### src/rtl/jtcop_snd_romcache.sv
// jtcop_snd_romcache
// Direct-mapped read cache between the sound CPU ROM port and the SDRAM
// sound-ROM slot. Holds 2^AW lines of 32 bits; a miss fetches one whole line
// over a req/ok handshake. The tag includes the ROM bank bit, so a bank
// switch never returns bytes from the other bank.
module jtcop_snd_romcache #(
    parameter int AW = 4
) (
    input  logic        clk,
    input  logic        rst,
    input  logic [15:0] cpu_addr,
    input  logic        cpu_cs,
    input  logic        bank,
    input  logic        flush,
    output logic [7:0]  cpu_data,
    output logic        cpu_ok,
    output logic [14:0] sdram_addr,
    output logic        sdram_req,
    input  logic [31:0] sdram_data,
    input  logic        sdram_ok
);

    localparam int TW    = 15 - AW;
    localparam int LINES = 1 << AW;

    typedef enum logic [1:0] {
        IDLE,
        FILL,
        WRITE
    } state_t;

    state_t           state;

    logic [31:0]      line_ram [LINES];
    logic [TW-1:0]    tag_ram  [LINES];
    logic [LINES-1:0] valid;

    logic [AW-1:0]    index;
    logic [TW-1:0]    tag;
    logic [31:0]      line_rd;
    logic             lookup_hit;
    logic [7:0]       sel_byte;

    logic [15:0]      addr_l;
    logic             bank_l;
    logic             hit_l;
    logic             kill;
    logic [31:0]      fill_data;
    logic [AW-1:0]    fill_index;
    logic [TW-1:0]    fill_tag;

    assign index      = cpu_addr[AW+1:2];
    assign tag        = {bank, cpu_addr[15:AW+2]};
    assign fill_index = sdram_addr[AW-1:0];
    assign fill_tag   = sdram_addr[14:AW];

    // Lookup of the current CPU address: read line and tag, compare, pick byte
    always_comb begin
        line_rd    = line_ram[index];
        lookup_hit = valid[index] && (tag_ram[index] == tag);
        sel_byte   = 8'h00;
        case (cpu_addr[1:0])
            2'd0: sel_byte = line_rd[7:0];
            2'd1: sel_byte = line_rd[15:8];
            2'd2: sel_byte = line_rd[23:16];
            2'd3: sel_byte = line_rd[31:24];
            default: sel_byte = 8'h00;
        endcase
    end

    // The qualifier is only true while the registered lookup still matches
    // the live address and bank, so any change drops it in the same cycle
    assign cpu_ok = cpu_cs & hit_l & (cpu_addr == addr_l) & (bank == bank_l)
                  & (state == IDLE);

    // Line and tag storage are written only from the WRITE state; they carry
    // no reset because the valid vector alone decides whether they are used
    always_ff @(posedge clk) begin
        if (!rst && state == WRITE) begin
            line_ram[fill_index] <= fill_data;
            tag_ram[fill_index]  <= fill_tag;
        end
    end

    // Control FSM: lookup in IDLE, hold the request in FILL, commit in WRITE.
    // A flush during FILL arms kill so the in-flight line is stored but not
    // marked valid; a flush during WRITE simply overrides the valid-set, so
    // WRITE can always clear kill without leaking it into the next fill.
    always_ff @(posedge clk) begin
        if (rst) begin
            state      <= IDLE;
            valid      <= '0;
            kill       <= 1'b0;
            addr_l     <= 16'h0000;
            bank_l     <= 1'b0;
            hit_l      <= 1'b0;
            cpu_data   <= 8'h00;
            fill_data  <= 32'h0000_0000;
            sdram_addr <= 15'h0000;
            sdram_req  <= 1'b0;
        end else begin
            case (state)
                IDLE: begin
                    addr_l   <= cpu_addr;
                    bank_l   <= bank;
                    hit_l    <= lookup_hit & ~flush;
                    cpu_data <= sel_byte;
                    if (cpu_cs && !lookup_hit) begin
                        sdram_addr <= {bank, cpu_addr[15:2]};
                        sdram_req  <= 1'b1;
                        state      <= FILL;
                    end
                end
                FILL: begin
                    if (flush) begin
                        kill <= 1'b1;
                    end
                    if (sdram_ok) begin
                        fill_data <= sdram_data;
                        sdram_req <= 1'b0;
                        state     <= WRITE;
                    end
                end
                WRITE: begin
                    if (!kill && !flush) begin
                        valid[fill_index] <= 1'b1;
                    end
                    kill  <= 1'b0;
                    state <= IDLE;
                end
                default: begin
                    state     <= IDLE;
                    sdram_req <= 1'b0;
                end
            endcase
            if (flush) begin
                valid <= '0;
            end
        end
    end

endmodule

### config.mk
export PLATFORM = sky130hd
export DESIGN_NAME = jtcop_snd_romcache
export DESIGN_NICKNAME = d
export VERILOG_FILES = /design/src/rtl/jtcop_snd_romcache.sv
export SDC_FILE = /design/constraint.sdc
export NUM_CORES = 1
export LEC_CHECK = 0
export BUFFER_PORTS_ARGS = -buffer_cell sky130_fd_sc_hd__buf_2
export CAP_MARGIN = 20
export CORE_MARGIN = 2
export CORE_UTILIZATION = 65
export CTS_CLUSTER_SIZE = 10
export DETAILED_ROUTE_END_ITERATION = 10
export PLACE_DENSITY = 0.83
export SLEW_MARGIN = 5
export SYNTH_ARGS = -nofsm -noshare
export SYNTH_HDL_FRONTEND = slang
export SYNTH_SLANG_ARGS = --single-unit
### constraint.sdc
create_clock -name clk -period 13.4 [get_ports clk]
set_input_delay 0 -clock clk [delete_from_list [all_inputs] [get_ports clk]]
set_output_delay 0 -clock clk [all_outputs]
set_load 0.05 [all_outputs]
==> impl_metrics.tcl, run 1 <==
set metrics [dict create \
    status "finished clean" \
    n_fill_cell 2473 \
    yosys-top-cells-area "edfxtp_1 68%, mux4_2 15%, dfxtp_1 6.2%" \
    antenna_found_initial 0 \
    synth_ff_type "edfxtp_1" \
    synthXorXnorAreaFrac_pct 0.840 \
    worstHoldStart "cpu_addr[5]" \
    finalCriticalPeriod_ns 4.23 \
    fin_cells 2357 \
    holdPathEnd "addr_l[5]" \
    switchingPower_mw 1.10 \
    reg2reg_to "line_ram[1][24]" \
    pre_cts_ws_ns 8.90 \
    totalWireLength_um 74000 \
    vdd_ir_drop_max_mv 0.137 \
    fin_skew_ns 0.0219 \
    grt_pass1_wl_um 107000 \
    synth_compound_area_share_pct 2.19 \
    final_area_mm2 0.0343 \
    synth_top_cells_by_count "688 x edfxtp_1, 201 x mux4_2, 133 x nand2_1, 93 x dfxtp_1, 72 x a21oi_1" \
    cts_setup_buffers 0 \
    synth.top_cell.area_share_pct 68.3 \
    yosys.area_share.adder_pct 0 \
    coreArea_mm2 0.0463 \
    grt-ovfl-total 0 \
    via_count 15768 \
    required_ns 13.92 \
    cts.sink_count 781 \
    rsz0062_at_grt "no" \
    clockPowerShare_pct 42.7 \
    synthMuxAreaShare_pct 17.1 \
    dp.cells 2152 \
    io_buffers 78 \
    fin_setup_tns_ns 0 \
    start_kind "input pin" \
    clkSlewWorstSetupHoldPaths_ns 0.06 \
    start_util_pct 65.3 \
    cp_cell_sequence "dlygate4sd3_1 -> clkbuf_8 -> buf_4 -> mux4_2 -> mux2i_1 -> mux2_2 -> a221oi_1 -> o211ai_1 -> or4_1 -> and3_1 -> o21ba_2" \
    vias_per_cell 6.69 \
    dpl-instance-area_mm2 0.0313 \
    fin_util_pct 74.2 \
    synth_enable_flop_cells 688 \
    yosysWarningCount 0 \
    grt_max_degree 94 \
    cts_buffers 88 \
    worstSkewPairLatency_ns 0.64 \
    critPathMaxStageDelay_ns 0.88 \
    synth_top_family_by_area "multiplexers" \
    dp_hpwl_um 35000 \
    hold_buffers 50 \
    wl_per_cell_um 31.4 \
    setup_slack_ns 9.17 \
    die_area_mm2 0.0482 \
    async_flop_share_pct 0 \
    rrSetupSlack_ns 10.11 \
    drive_gt1_share_pct 24.6 \
    die_w_um 220 \
    crit_fanout 63 \
    leakage_nw 12.1 \
    io_pins 79 \
    synth_seq_area_share_pct 74.5 \
    crit_type "input pin to register" \
    slew_headroom_pct 26.2 \
    gr-usage-all-layers_pct 31.8 \
    finalHoldViolCount 0 \
    syn-instance-count 1531 \
    cts-root-buf "clkbuf_16" \
    crit_arrival_ns 4.74 \
    synth_simple_gate_area_share_pct 3.84 \
    hp-class "input pin to register" \
    synth_area_leader_cell "edfxtp_1" \
    drt_iter0_markers 2033 \
    setup_viol 0 \
    internal_power_mw 4.01 \
    critPathCaptureType "register" \
    fin_crit_sh_pct 31.5 \
    h-tree-depth 3 \
    seq_power_share_pct 52.6 \
    place.gp.congestion 0.786 \
    ctsResizeCount 0 \
    ant_nets 0 \
    route.detailed.drc 0 \
    layout.nets 1740 \
    tightest_slew_ns 1.11 \
    ys_ff_latch 781 \
    slew_violations 0 \
    drtPass1Iterations 8 \
    cp_slowest_cell "buf_4" \
    ff2ff_path_depth 4 \
    synthesis.area_mm2 0.0302 \
    syn_to_final_growth_pct 13.6 \
    syn_area_per_cell_um2 19.7 \
    antenna_cells 0 \
    yosysUniqueCellTypes 54 \
    clk_path_buf_depth 3 \
    pwr-share-comb_pct 4.7 \
    holdPathStages 3 \
    synthesis.nets 1585 \
    fmax_mhz 237 \
    core.rowCount 79 \
    cts_tree "yes" \
    p_sw_share_pct 21.6 \
    synth.most_common_cell "edfxtp_1" \
    grt_pass1_vias 16212 \
    dieHeight_um 220 \
    p_per_area_mw_per_mm2 149 \
    r2r-start "sdram_addr[0]" \
    maxCapViolations 0 \
]
## layer usage
metal  track usage (%)  part of all wire [%]  up-vias
li1                  -                     -     6473
met1              42.7                    36     8133
met2              52.8                    51     1008
met3              6.36                   9.8      154
met4              11.5                   3.1        0
met5                 0                     0        -
## state kept, by name (all words and copies together) (netlist names)
name / count
kill: 1
tag_ram: 176
bank_l: 1
fill_data: 32
addr_l: 16
sdram_req: 1
line_ram: 512
hit_l: 1
valid: 16
state: 2
cpu_data: 8
sdram_addr: 15
## cell families (layout without fill, tap and decap cells)
kind of cell	count (synthesis)	after routing
AOI/OAI and AO/OA	111	111
xor gates and xnor gates	29	29
buffers and inverters	94	313
DFF	781	781
muxes	261	261
and+or+nand+nor	255	255
## worst max-delay path: cells and delay by family
kind	cells	cell delay, ns
AOI/OAI and AO/OA	3	0.71
buffers and inverters	3	1.89
muxes	3	1.09
and+or+nand+nor	2	0.99
## layout make-up
type / count / area, um2 / share of cell area (%)
clock buffers: 149 / 2470 / 7.20
clock inverters: 5 / 83.8 / 0.244
inverters: 5 / 18.8 / 0.0546
multi-input cells: 656 / 7360 / 21.4
flip-flops and latches: 781 / 22500 / 65.6
well taps: 607 / 759 / 2.21
repair buffers: 154 / 1130 / 3.29
## power by group through the flow
| stage | Sequential (mW) | Combinational, mW | Clock [mW] |
|---|---|---|---|
| 2_1_floorplan | 2.74 | 0.148 | 0 |
| 3_3_place_gp | 2.74 | 0.218 | 0 |
| 3_5_place_dp | 2.74 | 0.223 | 0 |
| 4_1_cts | 2.69 | 0.238 | 2.19 |
| 5_1_grt | 2.69 | 0.253 | 2.28 |
| 6_report | 2.69 | 0.239 | 2.18 |
## cells in the final DEF (no fill, tap or decap), types with 12 or more instances in the layout
master,Yosys,final
edfxtp_1,688,688
mux4_2,201,201
nand2_1,133,133
dfxtp_1,93,93
clkbuf_16,0,90
buf_2,16,74
a21oi_1,72,72
clkbuf_1,51,59
mux2i_1,55,55
dlygate4sd3_1,0,50
nand2b_1,33,33
nor2_1,42,29
buf_4,3,27
xnor2_1,20,20
nor2_4,0,12
nor2b_1,12,12
## how the worst max path moves through the flow
stage,from,to,cells past startpoint
final,cpu_addr[3],state[0],11
after global routing,cpu_addr[2],cpu_data[3],10
after CTS,cpu_addr[2],cpu_data[5],9
after detailed placement,cpu_addr[2],cpu_data[5],8
after global placement,cpu_addr[2],cpu_data[5],8
after floorplan,sdram_addr[1],line_ram[2][0],4
## stage by stage
stage | power [mW] | hold WS [ns]
global route | 5.23 | 0.0702
floorplan | 2.89 | 0.136
CTS | 5.12 | 0.0162
detailed placement | 2.96 | 0.245
finish | 5.11 | 0.0482
global placement | 2.95 | 0.241
Note: power is estimated with default switching activity, not from simulation.
==> run 2: changes to the inputs <==
Settings changed: CORE_UTILIZATION 65 to 56, PLACE_DENSITY 0.83 to 0.76.
Clock period 13.4 ns to 3.7 ns, I/O delays scaled along.
==> run 2 against run 1 <==
Net effect:
- sequential share of layout area shrank 0.94 points
- clock power grew to 3.7 times the previous value
- first-iteration DRC count shrank 9.4%
- critical path depth shrank 3
- non-clock buffer count grew 12
- combinational power grew to 3.6 times the previous value
- routed wire length shrank 3.4%
- design area grew 1.4%
- final cell count grew 4.6%
- register-to-register slack lost 9.8 ns
==> impl_metrics.tcl, run 2 (synthesis results as in run 1) <==
set metrics [dict create \
    r2r-start "tag_ram[2][2]" \
    holdPathStages 4 \
    start_kind "register" \
    regArea_mm2 0.0225 \
    io_buffers 78 \
    vias_per_cell 6.34 \
    worstHoldStart "cpu_addr[5]" \
    setup_viol 0 \
    dpl-instance-area_mm2 0.0317 \
    rrSetupSlack_ns 0.30 \
    critPathCaptureType "register" \
    leakage_nw 12.2 \
    crit_fanout 17 \
    grt-ovfl-total 0 \
    dieHeight_um 236 \
    ant_nets 0 \
    final_area_mm2 0.0348 \
    hp-class "input pin to register" \
    grt_pass1_vias 16247 \
    io_pins 79 \
    ff2ff_path_depth 8 \
    h-tree-depth 3 \
    vdd_ir_drop_max_mv 0.459 \
    rsz0062_at_grt "no" \
    fin_setup_tns_ns 0 \
    route.detailed.drc 0 \
    required_ns 4.22 \
    multiInputGateArea_mm2 0.00738 \
    coreArea_mm2 0.0536 \
    layout.nets 1753 \
    tightest_slew_ns 1.05 \
    wl_per_cell_um 29.0 \
    antenna_found_initial 1 \
    cts.sink_count 781 \
    status "finished clean" \
    slew_headroom_pct 29.7 \
    dp_hpwl_um 36300 \
    place.gp.congestion 0.804 \
    via_count 15625 \
    regMostFlops "line_ram" \
    clk_path_buf_depth 3 \
    fin_skew_ns 0.0319 \
    gr-usage-all-layers_pct 26.2 \
    fmax_mhz 294 \
    holdPathEnd "addr_l[5]" \
    cts_buffers 89 \
    mostFrequentLayoutCells "688 x edfxtp_1, 201 x mux4_2, 133 x nand2_1" \
    ctsResizeCount 0 \
    cts_tree "yes" \
    drive_gt1_share_pct 25.3 \
    syn_to_final_growth_pct 15.3 \
    totalWireLength_um 71500 \
    crit_type "register to register" \
    drtPass1Iterations 6 \
    reg2reg_to "state[0]" \
    grt_pass1_wl_um 106000 \
    worstSkewPairLatency_ns 0.65 \
    antenna_cells 0 \
    start_util_pct 56.4 \
    largest_reg_flops 512 \
    grt_max_degree 87 \
    top_regs "line_ram (512), tag_ram (176), fill_data (32)" \
    die_area_mm2 0.0559 \
    core.rowCount 85 \
    final_common_cell "edfxtp_1" \
    finalHoldViolCount 0 \
    fin_crit_sh_pct 91.9 \
    p_per_area_mw_per_mm2 535 \
    die_w_um 236 \
    maxCapViolations 0 \
    finalCriticalPeriod_ns 3.40 \
    crit_arrival_ns 3.92 \
    whs_ns 0.0352 \
    clkSlewWorstSetupHoldPaths_ns 0.06 \
    n_fill_cell 3518 \
    drt_iter0_markers 1841 \
    cts-root-buf "clkbuf_16" \
    slew_violations 0 \
    p_total_mw 18.7 \
]
==> run 2: cell count changes in the layout (fill, tap and decap cells not counted) <==
cell,change
buf_12,+15
nor3_2,-4
nor3_4,+4
clkbuf_1,+3
buf_4,-2
clkbuf_8,+2
clkinv_16,+2
inv_6,+2
buf_16,-1
clkbuf_16,+1
clkinv_2,+1
clkinv_8,-1
clkinvlp_4,-1
inv_16,-1
==> run 2: layer usage <==
| layer | up-vias | routed length [um] | GRT usage (%) |
|---|---|---|---|
| met5 | - | 0 | 0 |
| met4 | 0 | 1970 | 8.06 |
| met3 | 134 | 6620 | 5.45 |
| met2 | 812 | 35200 | 42.5 |
| met1 | 8170 | 27700 | 36.4 |
| li1 | 6509 | - | - |
==> run 2: power breakdown <==
| group | switching (mW) | total, mW | internal, mW |
|---|---|---|---|
| combinational | 0.492 | 0.865 | 0.372 |
| clock | 3.39 | 8.05 | 4.66 |
| sequential | 0.130 | 9.74 | 9.61 |
| total | 4.01 | 18.7 | 14.6 |
==> run 2: how the worst max path moves through the flow <==
stage                           end           from  slack [ns]
global route               state[0]  tag_ram[2][2]        0.14
finish                     state[0]  tag_ram[2][2]        0.30
CTS                        state[0]  tag_ram[2][2]        0.31
floorplan           line_ram[10][0]  sdram_addr[1]        0.07
global placement          sdram_req    cpu_addr[3]        0.37
detailed placement         state[0]    cpu_addr[3]        0.31
==> run 2: through the flow <==
stage,utilization [%],instances,worst slack (ns)
final,65.0,2466,0.298
after global routing,65.0,2466,0.140
after CTS,65.0,2466,0.307
after detailed placement,59.1,2254,0.307
after global placement,59.1,2254,0.374
after floorplan,-,1531,0.0699
==> run 2: what timing repair did <==
item / CTS / global route
hold buffers: 50 / 0
buffers inserted: 0 / 0
hold endpoints to repair: 81 / 0
==> run 2: cell type report <==
class	count	area share (%)
tap	696	2.50
sequential	781	64.6
multi-input combinational	656	21.2
clock buffer	155	7.28
timing repair buffer	166	3.98
inverter	5	0.0539
clock inverter	7	0.352
==> run 2: worst max-delay path, cell delays in order (launching register included) <==
cell and delay (ns):
edfxtp_1 0.35, mux4_1 0.51, mux2i_1 0.22, mux2_2 0.35, a221oi_1 0.34, o211ai_1 0.15
or4_1 0.45, and3_1 0.55, o21ba_2 0.36
